### config.mk
export PLATFORM = sky130hd
export DESIGN_NAME = spi_host_ctrl
export DESIGN_NICKNAME = d
export VERILOG_FILES = /design/src/rtl/spi_host_pkg.sv /design/src/rtl/sync_fifo.sv /design/src/rtl/spi_host_ctrl.sv
export SDC_FILE = /design/constraint.sdc
export NUM_CORES = 1
export LEC_CHECK = 0
export CORE_UTILIZATION = 40
export DETAILED_ROUTE_END_ITERATION = 8
export GPL_TIMING_DRIVEN = 0
export HOLD_SLACK_MARGIN = 0.15
export PLACE_DENSITY = 0.56
export SLEW_MARGIN = 5
export SYNTH_ARGS = -nofsm -noshare
export SYNTH_HDL_FRONTEND = slang
export SYNTH_SLANG_ARGS = --single-unit
### constraint.sdc
create_clock -name clock -period 4.4 [get_ports clock]
set_input_delay 0.88 -clock clock [delete_from_list [all_inputs] [get_ports clock]]
set_output_delay 0.88 -clock clock [all_outputs]
set_load 0.01 [all_outputs]
### src/rtl/spi_host_pkg.sv
// rtl/spi_host_pkg.sv - shared register map, bit indices and FSM encoding for spi_host_ctrl
package spi_host_pkg;

  // Register select values on addr
  localparam logic [1:0] ADDR_DATA   = 2'd0;
  localparam logic [1:0] ADDR_STATUS = 2'd1;
  localparam logic [1:0] ADDR_CTRL   = 2'd2;
  localparam logic [1:0] ADDR_CLKDIV = 2'd3;

  // STATUS bit positions
  localparam int ST_TX_FULL  = 0;
  localparam int ST_TX_EMPTY = 1;
  localparam int ST_RX_FULL  = 2;
  localparam int ST_RX_EMPTY = 3;
  localparam int ST_ACTIVE   = 4;
  localparam int ST_RX_OVF   = 5;

  // CTRL bit positions; slave address occupies [CTRL_ADDR_LSB +: 4]
  localparam int CTRL_RUN      = 0;
  localparam int CTRL_CPOL     = 1;
  localparam int CTRL_CPHA     = 2;
  localparam int CTRL_IRQ_EN   = 3;
  localparam int CTRL_ADDR_LSB = 4;

  localparam logic [7:0] CTRL_RESET   = 8'h00;
  localparam logic [7:0] CLKDIV_RESET = 8'h01;

  typedef enum logic [1:0] {
    FSM_IDLE    = 2'd0,
    FSM_LAUNCH  = 2'd1,
    FSM_WAIT_HI = 2'd2,
    FSM_WAIT_LO = 2'd3
  } fsm_state_e;

  // Assemble the STATUS byte; unused upper bits read as zero
  function automatic logic [7:0] pack_status(input logic tx_full, input logic tx_empty,
                                             input logic rx_full, input logic rx_empty,
                                             input logic active, input logic rx_ovf);
    logic [7:0] s;
    s              = 8'h00;
    s[ST_TX_FULL]  = tx_full;
    s[ST_TX_EMPTY] = tx_empty;
    s[ST_RX_FULL]  = rx_full;
    s[ST_RX_EMPTY] = rx_empty;
    s[ST_ACTIVE]   = active;
    s[ST_RX_OVF]   = rx_ovf;
    return s;
  endfunction

endpackage

### src/rtl/sync_fifo.sv
// rtl/sync_fifo.sv - single-clock FIFO, power-of-two depth, push accepted when full if a pop coincides
module sync_fifo #(
  parameter int WIDTH = 8,
  parameter int DEPTH = 4
) (
  input  logic             clock,
  input  logic             reset_n,
  input  logic [WIDTH-1:0] s_tdata,
  input  logic             s_tvalid,
  output logic [WIDTH-1:0] m_tdata,
  output logic             m_tvalid,
  input  logic             m_tready,
  output logic             full
);

  localparam int PW = (DEPTH > 1) ? $clog2(DEPTH) : 1;
  localparam int CW = PW + 1;
  localparam logic [CW-1:0] FULL_CNT = CW'(DEPTH);

  logic [WIDTH-1:0] mem [DEPTH];
  logic [PW-1:0]    wr_ptr_q;
  logic [PW-1:0]    rd_ptr_q;
  logic [CW-1:0]    count_q;
  logic             do_push;
  logic             do_pop;

  assign full     = (count_q == FULL_CNT);
  assign m_tvalid = (count_q != '0);
  assign m_tdata  = mem[rd_ptr_q];
  assign do_pop   = m_tvalid && m_tready;
  // A simultaneous pop frees the slot the push needs, so a full FIFO still accepts
  assign do_push  = s_tvalid && (!full || do_pop);

  // Storage array carries no reset; only occupied slots are ever read
  always_ff @(posedge clock) begin
    if (do_push) mem[wr_ptr_q] <= s_tdata;
  end

  // Pointers wrap naturally at DEPTH since DEPTH is a power of two
  always_ff @(posedge clock or negedge reset_n) begin
    if (!reset_n) begin
      wr_ptr_q <= '0;
      rd_ptr_q <= '0;
      count_q  <= '0;
    end else begin
      if (do_push) wr_ptr_q <= wr_ptr_q + 1'b1;
      if (do_pop)  rd_ptr_q <= rd_ptr_q + 1'b1;
      case ({do_push, do_pop})
        2'b10:   count_q <= count_q + 1'b1;
        2'b01:   count_q <= count_q - 1'b1;
        default: count_q <= count_q;
      endcase
    end
  end

endmodule

### src/rtl/spi_host_ctrl.sv
// rtl/spi_host_ctrl.sv - CPU register front end feeding bytes to an SPI core through TX/RX FIFOs
module spi_host_ctrl
  import spi_host_pkg::*;
#(
  parameter int FIFO_DEPTH = 4,
  parameter int SLAVES     = 1
) (
  input  logic       clock,
  input  logic       reset_n,
  input  logic       we,
  input  logic       re,
  input  logic [1:0] addr,
  input  logic [7:0] wdata,
  output logic [7:0] rdata,
  output logic       irq,
  output logic       core_enable,
  output logic       core_cpol,
  output logic       core_cpha,
  output logic       core_cont,
  output logic [7:0] core_clk_div,
  output logic [3:0] core_addr,
  output logic [7:0] core_tx_data,
  input  logic       core_busy,
  input  logic [7:0] core_rx_data
);

  if (FIFO_DEPTH < 2 || FIFO_DEPTH > 16 || (FIFO_DEPTH & (FIFO_DEPTH - 1)) != 0) begin : g_bad_depth
    $error("spi_host_ctrl: FIFO_DEPTH must be a power of two in 2..16");
  end
  if (SLAVES < 1 || SLAVES > 16) begin : g_bad_slaves
    $error("spi_host_ctrl: SLAVES must fit the 4-bit slave address");
  end

  fsm_state_e state_q;
  logic       core_enable_q;
  logic [7:0] ctrl_q;
  logic [7:0] clkdiv_q;
  logic [7:0] rdata_q;
  logic       rx_ovf_q;
  logic       irq_q;

  logic       tx_full, tx_valid, tx_empty;
  logic       rx_full, rx_valid, rx_empty;
  logic [7:0] tx_head, rx_head;
  logic       cpu_data_wr, cpu_data_rd, cpu_status_wr;
  logic       fsm_pop, fsm_capture, active;
  logic [7:0] status_byte;

  assign cpu_data_wr   = we && (addr == ADDR_DATA);
  assign cpu_data_rd   = re && (addr == ADDR_DATA);
  assign cpu_status_wr = we && (addr == ADDR_STATUS);
  assign tx_empty      = !tx_valid;
  assign rx_empty      = !rx_valid;
  assign active        = (state_q != FSM_IDLE);
  assign fsm_pop       = (state_q == FSM_LAUNCH);
  assign fsm_capture   = (state_q == FSM_WAIT_LO) && !core_busy;
  assign status_byte   = pack_status(tx_full, tx_empty, rx_full, rx_empty, active, rx_ovf_q);

  sync_fifo #(.WIDTH(8), .DEPTH(FIFO_DEPTH)) u_tx_fifo (
    .clock    (clock),
    .reset_n  (reset_n),
    .s_tdata  (wdata),
    .s_tvalid (cpu_data_wr),
    .m_tdata  (tx_head),
    .m_tvalid (tx_valid),
    .m_tready (fsm_pop),
    .full     (tx_full)
  );

  sync_fifo #(.WIDTH(8), .DEPTH(FIFO_DEPTH)) u_rx_fifo (
    .clock    (clock),
    .reset_n  (reset_n),
    .s_tdata  (core_rx_data),
    .s_tvalid (fsm_capture),
    .m_tdata  (rx_head),
    .m_tvalid (rx_valid),
    .m_tready (cpu_data_rd),
    .full     (rx_full)
  );

  // Transfer sequencer: launch one byte, wait for the core's busy pulse, capture on its fall
  always_ff @(posedge clock or negedge reset_n) begin
    if (!reset_n) begin
      state_q       <= FSM_IDLE;
      core_enable_q <= 1'b0;
    end else begin
      case (state_q)
        FSM_IDLE: begin
          if (ctrl_q[CTRL_RUN] && !tx_empty && !core_busy) begin
            state_q       <= FSM_LAUNCH;
            core_enable_q <= 1'b1;
          end
        end
        FSM_LAUNCH: state_q <= FSM_WAIT_HI;
        FSM_WAIT_HI: begin
          if (core_busy) begin
            state_q       <= FSM_WAIT_LO;
            core_enable_q <= 1'b0;
          end
        end
        FSM_WAIT_LO: begin
          if (!core_busy) state_q <= FSM_IDLE;
        end
        default: begin
          state_q       <= FSM_IDLE;
          core_enable_q <= 1'b0;
        end
      endcase
    end
  end

  // CPU-writable configuration and the sticky overflow flag (a new overflow beats a clear)
  always_ff @(posedge clock or negedge reset_n) begin
    if (!reset_n) begin
      ctrl_q   <= CTRL_RESET;
      clkdiv_q <= CLKDIV_RESET;
      rx_ovf_q <= 1'b0;
    end else begin
      if (we && addr == ADDR_CTRL)   ctrl_q   <= wdata;
      if (we && addr == ADDR_CLKDIV) clkdiv_q <= wdata;
      if (fsm_capture && rx_full && !cpu_data_rd) rx_ovf_q <= 1'b1;
      else if (cpu_status_wr && wdata[ST_RX_OVF]) rx_ovf_q <= 1'b0;
    end
  end

  // Registered read data; holds its value when no read is issued
  always_ff @(posedge clock or negedge reset_n) begin
    if (!reset_n) begin
      rdata_q <= 8'h00;
    end else if (re) begin
      case (addr)
        ADDR_DATA:   rdata_q <= rx_empty ? 8'h00 : rx_head;
        ADDR_STATUS: rdata_q <= status_byte;
        ADDR_CTRL:   rdata_q <= ctrl_q;
        default:     rdata_q <= clkdiv_q;
      endcase
    end
  end

  // Interrupt: received data waiting, or all sent and the sequencer has gone quiet
  always_ff @(posedge clock or negedge reset_n) begin
    if (!reset_n) irq_q <= 1'b0;
    else          irq_q <= ctrl_q[CTRL_IRQ_EN] && (!rx_empty || (tx_empty && !active));
  end

  assign rdata        = rdata_q;
  assign irq          = irq_q;
  assign core_enable  = core_enable_q;
  assign core_cpol    = ctrl_q[CTRL_CPOL];
  assign core_cpha    = ctrl_q[CTRL_CPHA];
  assign core_cont    = 1'b0;
  assign core_clk_div = clkdiv_q;
  assign core_addr    = ctrl_q[CTRL_ADDR_LSB +: 4];
  assign core_tx_data = tx_head;

endmodule
==> impl_metrics.py <==
metrics = {
    "clock_network": {
        "tritoncts": "built",
        "cts_hold_buf": 0,
        "cts_max_level": 3,
        "cts_inserted_buffers": 9,
        "cts_num_sinks": 107,
        "clkTransAtPathRegs_ns": 0.07,
        "cts_resized": 0,
        "postCtsSetupBuffers": 0,
        "cts_root_buffer": "clkbuf_16",
        "clk_path_buf_depth": 2,
        "clock_latency_ns": 0.35,
    },
    "timing": {
        "period_share_pct": 71.8,
        "tightest_slew_ns": 0.644,
        "hold_viol": 0,
        "drv_slew": 0,
        "tns_ns": 0,
        "fin_crit_ns": 3.16,
        "grt_setup_unrepaired": "no",
        "slew_headroom_pct": 56.8,
        "clock_skew_ns": 0.0101,
        "timing.fmax_mhz": 316,
        "setup_viol": 0,
    },
    "worst_setup_path": {
        "crit_chain": "clkdlybuf4s50_1, buf_2, nor3_2, and2_1, ha_1, inv_1, fa_1, xor2_1, nor2_1, xor2_1",
        "start_kind": "input pin",
        "slowest_stage": "nor3_2",
        "critPathRequiredTime_ns": 4.67,
        "critPathMaxFanout": 10,
        "endpoint_kind": "flop",
        "cp_top_family": "simple AND/OR/NAND/NOR gates",
        "cp.arrival_ns": 3.43,
        "crit_buf_inv": 3,
        "rrSetupSlack_ns": 1.98,
        "worst-setup-path-type": "input pin to flop",
        "worst_path_largest_cell_delay_ns": 0.55,
        "cp_common_cell": "xor2_1",
    },
    "global_routing": {
        "met1_usage_pct": 21.5,
        "grt.total_usage_pct": 16.0,
        "grt_max_degree": 37,
        "antenna_found_initial": 0,
        "grt_pass1_wl_um": 13900,
        "use_met2_pct": 25.0,
        "grt_busiest_layer": "met2",
        "use_met3_pct": 3.26,
        "grt_pass1_vias": 2567,
        "grt_overflow_total": 0,
    },
    "detailed_routing": {
        "vias_per_cell": 4.98,
        "drt_pass1_iterations": 4,
        "drt_iter0_markers": 109,
        "drc": 0,
        "drt_wl_total_um": 8690,
        "antenna_left": 0,
        "num_vias": 2523,
        "wl_per_cell_um": 17.1,
    },
    "synthesis": {
        "synth_area_leader_cell": "edfxtp_1",
        "synth_fa_ha_area_share_pct": 4.35,
        "synth_area_sq_um": 4660,
        "synth_seq_cells": 107,
        "synth_nets": 333,
        "synth_top_family_by_area": "multiplexers",
        "async_flop_share_pct": 40.2,
        "synth_area_leaders": "edfxtp_1 41%, dfrtp_1 23%, mux4_2 4.8%, mux2_2 4.6%, ha_1 3.5%",
        "ys.flop_type": "edfxtp_1",
        "synth.most_common_cell": "edfxtp_1",
        "yosys.area_share.simple_pct": 7.01,
        "synthMuxAreaShare_pct": 13.3,
        "yosysUniqueCellTypes": 49,
        "syn_inst": 295,
        "synth_edf_count": 64,
        "yosysWarnings": 0,
        "synth.top_cell.area_share_pct": 41.3,
        "synth_xor_area_share_pct": 2.07,
        "yosysSeqAreaShare_pct": 64.4,
        "synth_compound_area_share_pct": 5.43,
        "ys_top_cells_by_count": "64 x edfxtp_1, 42 x dfrtp_1, 19 x mux2_2",
        "avgSynthCellArea_sq_um": 15.8,
    },
    "pwr": {
        "combinationalPowerShare_pct": 31.8,
        "seqPwrFrac_pct": 43.9,
        "power.internal_uw": 2190,
        "total_power_uw": 3130,
        "p_switching_uw": 944,
        "leakagePower_uw": 0.00212,
        "ir_drop_uv": 268,
        "p_per_area_nw_per_um2": 555,
        "p_sw_share_pct": 30.1,
        "p_clk_share_pct": 24.4,
    },
    "cells_and_area": {
        "fin_cells": 507,
        "antenna_cells": 0,
        "final_core_util_pct": 49.7,
        "final_nets": 397,
        "syn_to_final_growth_pct": 21.4,
        "drive_above_1_share_pct": 18.7,
    },
    "floorplanning": {
        "die-width_um": 110,
        "dieArea_sq_um": 12100,
        "start_util_pct": 41.0,
        "die_h_um": 110,
        "core_sq_um": 11400,
        "num_rows": 39,
        "ioPinCount": 56,
    },
    "min_path": {
        "hold_path_class": "input pin to async pin",
    },
    "placement": {
        "place_inst": 491,
        "portBuffers": 52,
        "place.detailed.hpwl_um": 6230,
        "gp_congestion": 0.790,
    },
    "flow_run": {
        "max_cap_violations": 0,
    },
    "status": {
        "status": "completed",
    },
}
[worst reg2reg max path, delay by kind of cell (launching register included)]
family / cells / cell delay (ns)
adders and majority gates: 2 / 0.57
and+or+nand+nor: 4 / 1.00
DFF: 1 / 0.41
buffers and inverters: 1 / 0.06
xor gates and xnor gates: 2 / 0.30
[cell usage in the layout (no fill, tap or decap), types with 3 or more instances in the layout]
cell	Yosys	final
mux4_1	6	6
nand3_1	4	4
clkdlybuf4s50_1	0	51
a211oi_1	6	6
and2_1	9	9
inv_1	16	16
xnor2_1	7	7
xor2_1	4	4
ha_1	13	13
mux4_2	10	10
nand2_1	12	12
buf_4	5	5
o21ai_0	10	10
buf_2	3	4
a221oi_1	3	3
mux2_2	19	19
clkbuf_1	4	5
clkbuf_16	0	9
a21oi_1	6	6
edfxtp_1	64	64
nor2_1	17	17
dfrtp_1	42	42
[per-stage QoR]
step	setup WS, ns	instance area [sq um]	hold WS, ns
6_report	1.24	5650	0.382
5_1_grt	1.10	5650	0.376
4_1_cts	1.24	5650	0.373
3_5_place_dp	0.891	5370	0.477
3_3_place_gp	0.920	5360	0.473
2_1_floorplan	1.72	4660	0.456
[metal layers]
layer	up-vias	part of all wire (%)
li1	1216	-
met2	53	48
met3	12	4.0
met5	-	0
met1	1242	46
met4	0	1.8
[logic make-up after synthesis]
| group | Yosys count |
|---|---|
| muxes | 37 |
| and+or+nand+nor | 56 |
| DFF | 107 |
| AOI/OAI and AO/OA | 36 |
| xor gates and xnor gates | 11 |
| buffers and inverters | 32 |
| adders and majority gates | 15 |
| other | 1 |
[final cells by class]
class / count / area, sq um
Multi-Input combinational cell: 156 / 1500
Clock buffer: 11 / 243
Clock inverter: 5 / 38.8
Tap cell: 143 / 179
Buffer: 16 / 97.6
Fill cell: 977 / 5720
Timing Repair Buffer: 53 / 536
Inverter: 16 / 60.1
Sequential cell: 107 / 3000
[final timing paths]
| check | startpoint | end | depth (start not counted) |
|---|---|---|---|
| max in group asynchronous | reset_n | core_clk_div[0] | 2 |
| setup reg to reg | u_rx_fifo.count_q[0] | u_rx_fifo.count_q[2] | 9 |
| setup / recovery | addr[0] | u_rx_fifo.count_q[2] | 10 |
| hold reg to reg | u_rx_fifo.count_q[2] | u_rx_fifo.count_q[2] | 1 |
| hold / removal | reset_n | rdata[7] | 1 |
| min in group clock | u_rx_fifo.count_q[2] | u_rx_fifo.count_q[2] | 1 |
[flip-flops by register name, indices dropped and copies added (netlist names)]
name                cells
u_tx_fifo.wr_ptr_q      2
state_q                 2
core_clk_div            8
irq                     1
rx_ovf_q                1
u_tx_fifo.rd_ptr_q      2
ctrl_q                  8
u_rx_fifo.rd_ptr_q      2
u_rx_fifo.wr_ptr_q      2
u_tx_fifo.mem          32
core_enable             1
u_rx_fifo.mem          32
u_tx_fifo.count_q       3
u_rx_fifo.count_q       3
rdata                   8
[power by group through the flow]
stage	Combinational, uW	Sequential (uW)	Clock, uW
global placement	996	1390	0
floorplan	645	1380	0
finish	995	1380	764
detailed placement	1010	1400	0
global route	1110	1400	829
CTS	1020	1380	786
(Power assumes the default switching activity.)
